## src/rtl/sync_tx_pkg.sv

```systemverilog
// Shared types and defaults for the 1101-sync serial link (transmitter and detector bench).
package sync_tx_pkg;

    typedef enum logic [1:0] {
        IDLE = 2'd0,
        PRE  = 2'd1,
        DATA = 2'd2,
        GAP  = 2'd3
    } tx_state_t;

    localparam int         SYNC_PRE_LEN  = 4;
    localparam logic [3:0] SYNC_PREAMBLE = 4'b1101;

    function automatic int max3(input int a, input int b, input int c);
        int m;
        m = (a > b) ? a : b;
        return (m > c) ? m : c;
    endfunction

endpackage

```

## src/rtl/piso_shreg.sv

```systemverilog
// Parallel-load, shift-left-on-enable register; the MSB is the serial output.
module piso_shreg #(
    parameter int DATA_WIDTH = 8
) (
    input  logic                  clk,
    input  logic                  rst,
    input  logic                  load,
    input  logic [DATA_WIDTH-1:0] din,
    input  logic                  shift,
    output logic                  serial
);

    logic [DATA_WIDTH-1:0] sr;

    always_ff @(posedge clk) begin
        if (rst) begin
            sr <= '0;
        end else if (load) begin
            sr <= din;
        end else if (shift) begin
            sr <= sr << 1;
        end
    end

    assign serial = sr[DATA_WIDTH-1];

endmodule

```

## src/rtl/sync_frame_tx.sv

```systemverilog
// Serial frame transmitter: preamble, MSB-first payload, then idle gap bits,
// one line bit per bit_en strobe.
module sync_frame_tx
    import sync_tx_pkg::*;
#(
    parameter int                 DATA_WIDTH = 8,
    parameter int                 PRE_LEN    = SYNC_PRE_LEN,
    parameter logic [PRE_LEN-1:0] PREAMBLE   = SYNC_PREAMBLE,
    parameter int                 GAP_LEN    = 1,
    parameter logic               IDLE_BIT   = 1'b0
) (
    input  logic                  clk,
    input  logic                  rst,
    input  logic                  bit_en,
    input  logic                  tx_valid,
    input  logic [DATA_WIDTH-1:0] tx_data,
    output logic                  tx_ready,
    output logic                  serial_out,
    output logic                  busy,
    output logic                  frame_done
);

    localparam int CNT_MAX = max3(PRE_LEN, DATA_WIDTH, GAP_LEN);
    localparam int CNT_W   = $clog2(CNT_MAX + 1);

    tx_state_t          state;
    logic [CNT_W-1:0]   bit_cnt;
    logic [PRE_LEN-1:0] pre_sr;
    logic               ser;
    logic               accept;
    logic               pre_last;
    logic               data_last;
    logic               gap_last;
    logic               shift;

    assign accept    = (state == IDLE) && tx_valid;
    assign pre_last  = (bit_cnt == CNT_W'(PRE_LEN - 1));
    assign data_last = (bit_cnt == CNT_W'(DATA_WIDTH - 1));
    assign gap_last  = (bit_cnt == CNT_W'(GAP_LEN - 1));

    // The payload MSB is put on the line at the PRE->DATA edge, so the register
    // shifts on that edge and on every DATA bit except the last.
    assign shift = bit_en && (((state == PRE) && pre_last) ||
                              ((state == DATA) && !data_last));

    piso_shreg #(.DATA_WIDTH(DATA_WIDTH)) u_shreg (
        .clk    (clk),
        .rst    (rst),
        .load   (accept),
        .din    (tx_data),
        .shift  (shift),
        .serial (ser)
    );

    always_ff @(posedge clk) begin
        if (rst) begin
            state      <= IDLE;
            bit_cnt    <= '0;
            pre_sr     <= '0;
            serial_out <= IDLE_BIT;
            frame_done <= 1'b0;
            tx_ready   <= 1'b1;
            busy       <= 1'b0;
        end else begin
            frame_done <= 1'b0;
            case (state)
                IDLE: begin
                    // Accept edge ignores bit_en: first preamble bit goes out right away.
                    if (tx_valid) begin
                        state      <= PRE;
                        bit_cnt    <= '0;
                        pre_sr     <= PREAMBLE << 1;
                        serial_out <= PREAMBLE[PRE_LEN-1];
                        tx_ready   <= 1'b0;
                        busy       <= 1'b1;
                    end
                end
                PRE: begin
                    if (bit_en) begin
                        if (pre_last) begin
                            state      <= DATA;
                            bit_cnt    <= '0;
                            serial_out <= ser;
                        end else begin
                            bit_cnt    <= bit_cnt + 1'b1;
                            serial_out <= pre_sr[PRE_LEN-1];
                            pre_sr     <= pre_sr << 1;
                        end
                    end
                end
                DATA: begin
                    if (bit_en) begin
                        if (data_last) begin
                            state      <= GAP;
                            bit_cnt    <= '0;
                            serial_out <= IDLE_BIT;
                        end else begin
                            bit_cnt    <= bit_cnt + 1'b1;
                            serial_out <= ser;
                        end
                    end
                end
                GAP: begin
                    if (bit_en) begin
                        serial_out <= IDLE_BIT;
                        if (gap_last) begin
                            state      <= IDLE;
                            bit_cnt    <= '0;
                            frame_done <= 1'b1;
                            tx_ready   <= 1'b1;
                            busy       <= 1'b0;
                        end else begin
                            bit_cnt <= bit_cnt + 1'b1;
                        end
                    end
                end
                default: begin
                    state    <= IDLE;
                    bit_cnt  <= '0;
                    tx_ready <= 1'b1;
                    busy     <= 1'b0;
                end
            endcase
        end
    end

endmodule

```

## config.mk

```make
export PLATFORM = sky130hd
export DESIGN_NAME = sync_frame_tx
export DESIGN_NICKNAME = d
export VERILOG_FILES = /design/src/rtl/sync_tx_pkg.sv /design/src/rtl/piso_shreg.sv /design/src/rtl/sync_frame_tx.sv
export SDC_FILE = /design/constraint.sdc
export NUM_CORES = 1
export LEC_CHECK = 0
export CORE_AREA = 2 2 46 65
export DETAILED_ROUTE_END_ITERATION = 16
export DIE_AREA = 0 0 48 67
export GPL_TIMING_DRIVEN = 0
export HOLD_SLACK_MARGIN = 0.1
export PLACE_DENSITY = 0.72
export SETUP_SLACK_MARGIN = 0.3
export SLEW_MARGIN = 20
export SYNTH_ARGS = -nofsm -noshare
export SYNTH_HDL_FRONTEND = slang
export SYNTH_SLANG_ARGS = --single-unit
```

## constraint.sdc

```tcl
create_clock -name clk -period 2.3 [get_ports clk]
set_input_delay 0.345 -clock clk [delete_from_list [all_inputs] [get_ports clk]]
set_output_delay 0.345 -clock clk [all_outputs]
set_load 0.005 [all_outputs]
```

==> results of run 1 <==
[what timing repair did]
action | 4_1_cts | 5_1_grt
pin swaps | 1 | 4
endpoints found under the hold margin | 0 | 0
buffers inserted | 1 | 4
setup endpoints to repair | 12 | 12
resized for setup | 6 | 18
gates cloned | 0 | 0
[flip-flops by register name (all words and copies together) (netlist names)]
signal and count:
frame_done 1, state 2, pre_sr 3, serial_out 1, bit_cnt 4, u_shreg.sr 8, busy 1, tx_ready 1
[cell families (layout without fill, tap and decap cells)]
| family | after synthesis | count (layout) | share of synthesized area [%] |
|---|---|---|---|
| compound gates | 32 | 32 | 20.0 |
| fa+ha+maj | 7 | 7 | 7.74 |
| buf+inv | 11 | 35 | 4.42 |
| flops | 21 | 21 | 37.2 |
| mux | 8 | 8 | 7.08 |
| simple gates | 46 | 46 | 23.6 |
[through the flow]
step           area, sq um  util, %  power [W]  hold slack (ns)
6_report              1500     57.2    0.00156            0.468
5_1_grt               1500     57.2    0.00167            0.483
4_1_cts               1390     53.1    0.00140            0.470
3_5_place_dp          1330     50.7    0.00117            0.452
3_3_place_gp          1330     50.7    0.00113            0.456
2_1_floorplan         1130        -   0.000974            0.428
[path summary, 6_finish.rpt]
check	start	to	slack (ns)
worst min-delay path	pre_sr[3]	pre_sr[3]	0.47
worst max register to register	state[1]	u_shreg.sr[1]	0.39
worst min register to register	pre_sr[3]	pre_sr[3]	0.47
worst max-delay path	state[1]	u_shreg.sr[1]	0.39
[Yosys cell counts (all sizes together)]
library cell,count,area share (%)
and2b,1,0.66
nand3,5,2.2
clkbuf,5,1.8
a32oi,1,0.77
nor2b,1,0.55
or4b,2,1.8
nand2,6,2.0
or3,2,1.1
buf,1,1.0
and3b,2,1.5
o21a,1,0.66
a311oi,1,0.77
inv,5,1.7
and4b,1,0.88
a211o,1,0.77
nor2,12,4.0
a221o,1,1.0
dfxtp,21,37
o21ai,1,0.44
nand3b,1,0.66
or4bb,1,1.0
nand2b,2,1.1
ha,7,7.7
or4,1,0.66
mux2i,8,7.1
a31oi,4,2.2
or3b,2,1.5
a222oi,1,0.88
a21o,1,0.77
o211ai,2,1.8
nand4b,1,0.77
nor3,4,1.8
o21bai,1,0.66
nor3b,2,1.3
a21oi,9,4.0
a211oi,8,5.3
[tightest hold or removal path: cells and delay by family (launching register included)]
family	cells	cell delay (ns)
buffers and inverters	1	0.05
DFF	1	0.33
AOI/OAI and AO/OA	1	0.05
[power groups by stage]
stage / clock [W] / sequential (W) / combinational (W)
final: 0.000181 / 0.000533 / 0.000848
after global routing: 0.000207 / 0.000544 / 0.000924
after CTS: 0.000189 / 0.000523 / 0.000691
after detailed placement: 0 / 0.000532 / 0.000635
after global placement: 0 / 0.000527 / 0.000608
after floorplan: 0 / 0.000517 / 0.000457
[routing by layer]
metal / global-route usage, % / part of all wire, % / up-vias
met5: 0 / 0 / -
met1: 17.2 / 43 / 498
met4: 9.80 / 2.7 / 0
li1: - / - / 515
met2: 33.5 / 50 / 27
met3: 3.25 / 3.8 / 6
[placed cells by master, fill, tap and decap left out, types with 2 or more instances in the layout]
cell type / synthesis / final
clkdlybuf4s50_1: 0 / 15
clkbuf_1: 4 / 4
clkbuf_4: 0 / 3
a211oi_1: 8 / 8
mux2i_1: 8 / 8
a31oi_1: 4 / 4
buf_4: 0 / 4
nor2_1: 12 / 12
dfxtp_2: 0 / 2
or3_1: 2 / 2
ha_1: 7 / 2
nor3_1: 4 / 3
ha_4: 0 / 2
and3b_1: 2 / 2
inv_1: 5 / 4
a21oi_1: 9 / 8
buf_6: 1 / 2
nand3_1: 5 / 5
nor3b_1: 2 / 2
dfxtp_1: 21 / 18
or3b_1: 2 / 2
ha_2: 0 / 3
nand2_1: 6 / 6
[cell type report]
type                    instances  share of cell area, %
multi-input cells              93                   49.5
flip-flops and latches         21                   28.5
repair buffers                 20                   13.4
well taps                      36                   3.01
plain buffers                   6                   2.59
clock buffers                   4                   1.76
inverters                       5                   1.26
==> results.sh, run 1 <==
export IMPL_n_antenna_cell=0
export IMPL_leakage_nw=0.589
export IMPL_finalSetupViolations=0
export IMPL_area_growth_pct=32.2
export IMPL_cts_htree_levels=1
export IMPL_max_slew_worst_pin_slew_ns=0.536
export IMPL_hp_class="reg -> reg"
export IMPL_cts_buffers=3
export IMPL_relSlewSlack_pct=64.2
export IMPL_cpPeakStageDelay_ns=0.36
export IMPL_layout_setup_ws_ns=0.391
export IMPL_track_usage_pct=18.1
export IMPL_start_util_pct=43.3
export IMPL_critical_path_arrival_ns=2.13
export IMPL_cp_num_cells=8
export IMPL_stdcell_count=185
export IMPL_cts_tree="built"
export IMPL_syn_area_per_cell_sq_um=9.05
export IMPL_status="finished clean"
export IMPL_drc=0
export IMPL_via_per_inst=5.65
export IMPL_synth_nets=144
export IMPL_seqPwrFrac_pct=34.1
export IMPL_vias=1046
export IMPL_drt_wl_total_um=2650
export IMPL_critPathTopFamily="compound AO/OA/AOI/OAI gates"
export IMPL_synthCells=125
export IMPL_place_congestion=0.767
export IMPL_ir_worst_vdd_v=0.000474
export IMPL_core_area_sq_um=2620
export IMPL_rr_worst_depth=8
export IMPL_path_buf_inv=3
export IMPL_drive_gt1_share_pct=18.8
export IMPL_chipWidth_um=48
export IMPL_fin_crit_ns=1.91
export IMPL_grt_antenna_before_repair=0
export IMPL_timing_setup_critical_path_class="reg -> reg"
export IMPL_drt_iter0_markers=15
export IMPL_endpoint_kind="flop"
export IMPL_max_freq_ghz=0.524
export IMPL_n_fill_cell=240
export IMPL_grt_pass1_vias=963
export IMPL_p_comb_share_pct=54.3
export IMPL_die_area_sq_um=3220
export IMPL_core_rowCount=22
export IMPL_drv_slew=0
export IMPL_dp_hpwl_um=1890
export IMPL_cts_root_buffer="clkbuf_4"
export IMPL_drtAntennaViolNets=0
export IMPL_cp_required_ns=2.52
export IMPL_whs_path_depth=2
export IMPL_tns_ns=0
export IMPL_pwr_share_clk_pct=11.6
export IMPL_clock_latency_ns=0.30
export IMPL_yosysUniqueCellTypes=39
export IMPL_die_height_um=67
export IMPL_cts_sinks=21
export IMPL_ctsHoldBuffers=0
export IMPL_register_area_sq_um=427
export IMPL_power_density_nw_per_um2=1040
export IMPL_post_place_ws_ns=0.0334
export IMPL_grt_max_degree=12
export IMPL_clk_pin_slew_worst_paths_ns=0.12
export IMPL_crit_chain="inv_2 -> ha_2 -> buf_6 -> buf_4 -> and3b_1 -> o211ai_4 -> mux2i_1 -> a211oi_1"
export IMPL_p_sw_w=0.000611
export IMPL_overflow=0
export IMPL_ys_seq_area_share_pct=37.2
export IMPL_synth_seq_cells=21
export IMPL_io_buffers=15
export IMPL_fin_crit_sh_pct=83.0
export IMPL_synth_warning_count=0
export IMPL_final_nets=169
export IMPL_path_max_fanout=9
export IMPL_cp_start_kind="flop"
export IMPL_cap_violations=0
export IMPL_hold_viol_final=0
export IMPL_crit_slowest_cell="o211ai_4"
export IMPL_wire_per_inst_um=14.3
export IMPL_skew_ns=0.00216
export IMPL_ios=16
export IMPL_dp_cells=176
export IMPL_p_sw_share_pct=39.1
export IMPL_clock_path_buffers=2
export IMPL_multi_input_area_sq_um=739
export IMPL_grt_first_pass_wirelength_um=4130
export IMPL_synth_area_sq_um=1130
export IMPL_p_int_w=0.000952
export IMPL_rsz0062_at_grt="no"
export IMPL_dr_pass1_iters=5
No activity file was read; power rests on OpenSTA's default activity.
==> run 2: changes to the inputs <==
==> constraint.sdc (replaced) <==
create_clock -name clk -period 2 [get_ports clk]
set_input_delay 0.3 -clock clk [delete_from_list [all_inputs] [get_ports clk]]
set_output_delay 0.3 -clock clk [all_outputs]
set_load 0.005 [all_outputs]
==> run 2 against run 1 <==
  * Clock-buffer cell count down 1
  * Worst setup slack worse by 0.25 ns
  * Total power is 28% higher
  * Critical endpoint is now bit_cnt[1]
==> results.sh, run 2 (same netlist as run 1, synthesis figures left out) <==
export IMPL_largest_reg_flops=8
export IMPL_critPathTopFamily="simple AND/OR/NAND/NOR gates"
export IMPL_path_max_fanout=5
export IMPL_ios=16
export IMPL_cts_sinks=21
export IMPL_n_fill_cell=207
export IMPL_core_area_sq_um=2620
export IMPL_chipWidth_um=48
export IMPL_max_slew_worst_pin_slew_ns=0.570
export IMPL_cts_root_buffer="clkbuf_4"
export IMPL_die_height_um=67
export IMPL_area_growth_pct=46.7
export IMPL_cts_htree_levels=1
export IMPL_grt_max_degree=14
export IMPL_n_antenna_cell=0
export IMPL_fin_crit_ns=1.86
export IMPL_drtAntennaViolNets=0
export IMPL_status="finished clean"
export IMPL_hp_class="reg -> reg"
export IMPL_overflow=0
export IMPL_final_nets=180
export IMPL_timing_setup_critical_path_class="reg -> reg"
export IMPL_track_usage_pct=21.0
export IMPL_leakage_nw=0.646
export IMPL_skew_ns=0.00752
export IMPL_rr_worst_depth=8
export IMPL_critical_path_arrival_ns=2.11
export IMPL_min_delay_start="pre_sr[3]"
export IMPL_relSlewSlack_pct=62.0
export IMPL_core_rowCount=22
export IMPL_cp_start_kind="flop"
export IMPL_crit_chain="inv_4 -> ha_4 -> or3b_4 -> a222oi_1 -> buf_4 -> buf_6 -> or4b_4 -> a21oi_2"
export IMPL_cpPeakStageDelay_ns=0.48
export IMPL_place_congestion=0.826
export IMPL_dr_pass1_iters=4
export IMPL_cts_buffers=3
export IMPL_cp_num_cells=8
export IMPL_vias=1065
export IMPL_wire_per_inst_um=15.2
export IMPL_regMostFlops="u_shreg.sr"
export IMPL_io_buffers=15
export IMPL_ir_worst_vdd_v=0.000723
export IMPL_rsz0062_at_grt="yes"
export IMPL_drc=0
export IMPL_final_common_cell="dfxtp_1"
export IMPL_ctsHoldBuffers=0
export IMPL_rr_startpoint="bit_cnt[0]"
export IMPL_dpl_cell_area_sq_um=1340
export IMPL_cp_required_ns=2.25
export IMPL_drv_slew=0
export IMPL_hold_viol_final=0
export IMPL_cts_tree="built"
export IMPL_drt_iter0_markers=22
export IMPL_drt_wl_total_um=2970
export IMPL_fin_crit_sh_pct=93.2
export IMPL_clk_pin_slew_worst_paths_ns=0.13
export IMPL_layout_setup_ws_ns=0.137
export IMPL_endpoint_kind="flop"
export IMPL_whs_path_depth=2
export IMPL_grt_pass1_vias=1065
export IMPL_final_area_sq_um=1660
export IMPL_grt_first_pass_wirelength_um=4710
export IMPL_power_density_nw_per_um2=1210
export IMPL_largestRegisters="u_shreg.sr (8), bit_cnt (4), pre_sr (3)"
export IMPL_clock_path_buffers=2
export IMPL_tns_ns=0
export IMPL_dp_hpwl_um=1770
export IMPL_crit_start="bit_cnt[0]"
export IMPL_path_buf_inv=3
export IMPL_via_per_inst=5.43
export IMPL_final_util_pct=63.4
export IMPL_start_util_pct=43.3
export IMPL_most_common_layout_cells="dfxtp_1, clkdlybuf4s50_1, buf_4, nor2_1, a21oi_1"
export IMPL_post_place_ws_ns=-0.0754
export IMPL_drive_gt1_share_pct=34.4
export IMPL_max_freq_ghz=0.537
export IMPL_crit_slowest_cell="or4b_4"
export IMPL_die_area_sq_um=3220
export IMPL_grt_antenna_before_repair=0
export IMPL_finalSetupViolations=0
export IMPL_cap_violations=0
export IMPL_clock_latency_ns=0.32
-- run 2: cell count changes in the layout (fill, tap and decap cells not counted), sizes merged --
cell      before  now
buf            7   18
clkbuf         8    7
clkinvlp       0    1
-- run 2: metal layers --
layer / GRT usage, % / wire (um) / vias up
li1: - / - / 537
met4: 10.5 / 59 / 0
met1: 23.1 / 1240 / 506
met2: 36.3 / 1590 / 18
met5: 0 / 0 / -
met3: 3.52 / 81 / 4
-- run 2: final timing paths --
check	slack [ns]	endpoint
worst max-delay path	0.14	bit_cnt[1]
worst min register to register	0.48	pre_sr[3]
worst min-delay path	0.48	pre_sr[3]
worst max register to register	0.14	bit_cnt[1]
-- run 2: what timing repair did --
item | CTS | global route
pin swaps | 9 | 15
setup buffers | 12 | 4
gates resized for setup | 22 | 17
setup endpoints to repair | 15 | 17
-- run 2: cell type report --
cell class	instances	area, sq um	area share [%]
multi-input combinational	93	800	48.2
timing repair buffer	31	287	17.3
clock buffer	3	22.5	1.36
inverter	5	23.8	1.43
clock inverter	1	7.51	0.452
sequential	21	430	25.9
buffer	6	43.8	2.64
tap	36	45.0	2.71
-- run 2: metrics by stage --
step | hold WS, ns | power, W | cells
after floorplan | 0.428 | 0.00114 | 125
after global placement | 0.453 | 0.00131 | 176
after detailed placement | 0.466 | 0.00135 | 176
after CTS | 0.484 | 0.00183 | 192
after global routing | 0.509 | 0.00212 | 196
final | 0.484 | 0.00200 | 196
-- run 2: tightest hold or removal path, stage by stage, from the launching register on --
cell	delay, ns
dfxtp_1	0.35
inv_1	0.06
a211oi_1	0.05
-- run 2: power by group --
part | switching, W | internal [W] | total (W) | leakage [nW]
sequential | 0.0000891 | 0.000535 | 0.000624 | 0.175
combinational | 0.000547 | 0.000607 | 0.00115 | 0.457
clock | 0.000146 | 0.0000765 | 0.000223 | 0.0139
==> run 3: changes to the inputs <==
--- a/config.mk
+++ b/config.mk
@@ -5,12 +5,13 @@
 export SDC_FILE = /design/constraint.sdc
 export NUM_CORES = 1
 export LEC_CHECK = 0
-export CORE_AREA = 2 2 46 65
+export CORE_AREA = 2 2 44 62
+export CTS_CLUSTER_DIAMETER = 30
 export DETAILED_ROUTE_END_ITERATION = 16
-export DIE_AREA = 0 0 48 67
+export DIE_AREA = 0 0 46 64
 export GPL_TIMING_DRIVEN = 0
 export HOLD_SLACK_MARGIN = 0.1
-export PLACE_DENSITY = 0.72
+export PLACE_DENSITY = 0.78
 export SETUP_SLACK_MARGIN = 0.3
 export SLEW_MARGIN = 20
 export SYNTH_ARGS = -nofsm -noshare
==> constraint.sdc (replaced) <==
create_clock -name clk -period 1.9 [get_ports clk]
set_input_delay 0.285 -clock clk [delete_from_list [all_inputs] [get_ports clk]]
set_output_delay 0.285 -clock clk [all_outputs]
set_load 0.005 [all_outputs]
==> run 3 against run 2 <==
  * Fmax rose by 1.2%
  * Register-to-register slack got worse by 0.08 ns
  * Routed wire length is 1.3% higher
  * Final cell count decreased by 7.1%
  * Sequential share of layout area down 0.26 points
  * Sequential power is 7.5% higher
  * Clock power barely moved
  * Global-route usage down 0.37 points
  * Non-clock buffer count fell by 1
  * Via count grew 5.0%
  * Hold slack got worse by 0.00065 ns
  * Critical path type unchanged
==> results.sh, run 3 (same netlist as run 1, synthesis figures left out) <==
export IMPL_seqPwrFrac_pct=29.9
export IMPL_chipWidth_um=46
export IMPL_area_growth_pct=49.9
export IMPL_hp_class="reg -> reg"
export IMPL_grt_first_pass_wirelength_um=4530
export IMPL_p_int_w=0.00135
export IMPL_max_freq_ghz=0.543
export IMPL_drt_iter0_markers=40
export IMPL_rsz0062_at_grt="yes"
export IMPL_max_slew_worst_pin_slew_ns=0.576
export IMPL_vias=1118
export IMPL_p_sw_w=0.000895
export IMPL_hold_viol_final=0
export IMPL_final_util_pct=71.7
export IMPL_layout_setup_ws_ns=0.0582
export IMPL_cpPeakStageDelay_ns=0.47
export IMPL_endpoint_kind="flop"
export IMPL_skew_ns=0.000856
export IMPL_critical_path_arrival_ns=2.09
export IMPL_largest_reg_flops=8
export IMPL_dr_pass1_iters=4
export IMPL_start_util_pct=47.8
export IMPL_io_buffers=15
export IMPL_cp_start_kind="flop"
export IMPL_place_congestion=0.788
export IMPL_cap_violations=0
export IMPL_crit_slowest_cell="or4_1"
export IMPL_path_max_fanout=6
export IMPL_cts_tree="built"
export IMPL_grt_antenna_before_repair=0
export IMPL_grt_pass1_vias=1061
export IMPL_die_area_sq_um=2940
export IMPL_clock_latency_ns=0.31
export IMPL_leakage_nw=0.660
export IMPL_final_common_cell="dfxtp_1"
export IMPL_post_place_ws_ns=-0.174
export IMPL_relSlewSlack_pct=61.6
export IMPL_core_area_sq_um=2360
export IMPL_die_height_um=64
export IMPL_fin_crit_sh_pct=96.9
export IMPL_most_common_layout_cells="dfxtp_1, clkdlybuf4s50_1, nor2_1, buf_4"
export IMPL_overflow=0
export IMPL_cts_root_buffer="clkbuf_4"
export IMPL_pwr_share_clk_pct=9.9
export IMPL_via_per_inst=6.14
export IMPL_drt_wl_total_um=3010
export IMPL_clock_path_buffers=2
export IMPL_final_nets=179
export IMPL_cts_sinks=21
export IMPL_drtAntennaViolNets=0
export IMPL_ios=16
export IMPL_path_buf_inv=2
export IMPL_power_density_nw_per_um2=1320
export IMPL_regMostFlops="u_shreg.sr"
export IMPL_cts_buffers=3
export IMPL_crit_chain="inv_2 -> ha_4 -> nor3_4 -> o21ai_4 -> buf_6 -> or4_1 -> a21oi_1"
export IMPL_n_fill_cell=157
export IMPL_status="finished clean"
export IMPL_clk_pin_slew_worst_paths_ns=0.12
export IMPL_fin_total_pwr_w=0.00224
export IMPL_timing_setup_critical_path_class="reg -> reg"
export IMPL_dp_hpwl_um=1790
export IMPL_drive_gt1_share_pct=39.0
export IMPL_grt_max_degree=13
export IMPL_p_comb_share_pct=60.1
export IMPL_p_sw_share_pct=39.9
export IMPL_finalSetupViolations=0
export IMPL_fin_crit_ns=1.84
export IMPL_wire_per_inst_um=16.5
export IMPL_track_usage_pct=20.6
export IMPL_critPathTopFamily="simple AND/OR/NAND/NOR gates"
export IMPL_ir_worst_vdd_v=0.000923
export IMPL_n_antenna_cell=0
export IMPL_drv_slew=0
export IMPL_largestRegisters="u_shreg.sr (8), bit_cnt (4), pre_sr (3)"
export IMPL_core_rowCount=21
export IMPL_drc=0
export IMPL_cts_htree_levels=1
export IMPL_cp_required_ns=2.15
-- run 3: area by class of cell --
class	count	area, sq um	share of cell area, %
inverters	5	23.8	1.40
clock buffers	3	22.5	1.33
well taps	23	28.8	1.70
clock inverters	1	5.00	0.295
repair buffers	30	283	16.7
multi-input cells	93	853	50.3
plain buffers	6	43.8	2.58
flip-flops and latches	21	435	25.7
-- run 3: power groups by stage --
stage          clock network (W)  registers, W  logic [W]
6_report                0.000223      0.000671    0.00135
5_1_grt                 0.000244      0.000682    0.00144
4_1_cts                 0.000222      0.000650    0.00106
3_5_place_dp                   0      0.000645   0.000770
3_3_place_gp                   0      0.000636   0.000744
2_1_floorplan                  0      0.000627   0.000570
-- run 3: worst register-to-register path, cell delays in order (launching register included) --
cell	delay (ns)
dfxtp_4	0.41
inv_2	0.07
ha_4	0.19
nor3_4	0.23
o21ai_4	0.12
buf_6	0.15
or4_1	0.47
a21oi_1	0.14
-- run 3: final timing paths --
check / startpoint / to / depth (start not counted) / slack [ns]
setup / recovery: state[0] / bit_cnt[0] / 7 / 0.06
hold / removal: pre_sr[1] / pre_sr[1] / 2 / 0.48
setup reg to reg: state[0] / bit_cnt[0] / 7 / 0.06
hold reg to reg: pre_sr[1] / pre_sr[1] / 2 / 0.48
-- run 3: metal layers --
metal	global-route usage [%]	share of wire [%]	up-vias
li1	-	-	537
met2	35.2	53	27
met4	11.4	3.8	0
met1	22.7	40	544
met5	0	0	-
met3	3.39	3.1	10
-- run 3: what timing repair did --
action	in CTS	in global routing
pin swaps	22	13
setup buffers	13	2
setup endpoints to repair	17	19
resized for setup	27	26
hold buffers	0	0
-- run 3: stage by stage --
step                      hold WS [ns]  cell area (sq um)  cells  setup TNS, ns
final                            0.483               1700    182              0
after global placement           0.454               1330    163         -0.717
after global routing             0.514               1700    182              0
after floorplan                  0.428               1150    125              0
after CTS                        0.483               1570    180              0
after detailed placement         0.466               1330    163          -1.38
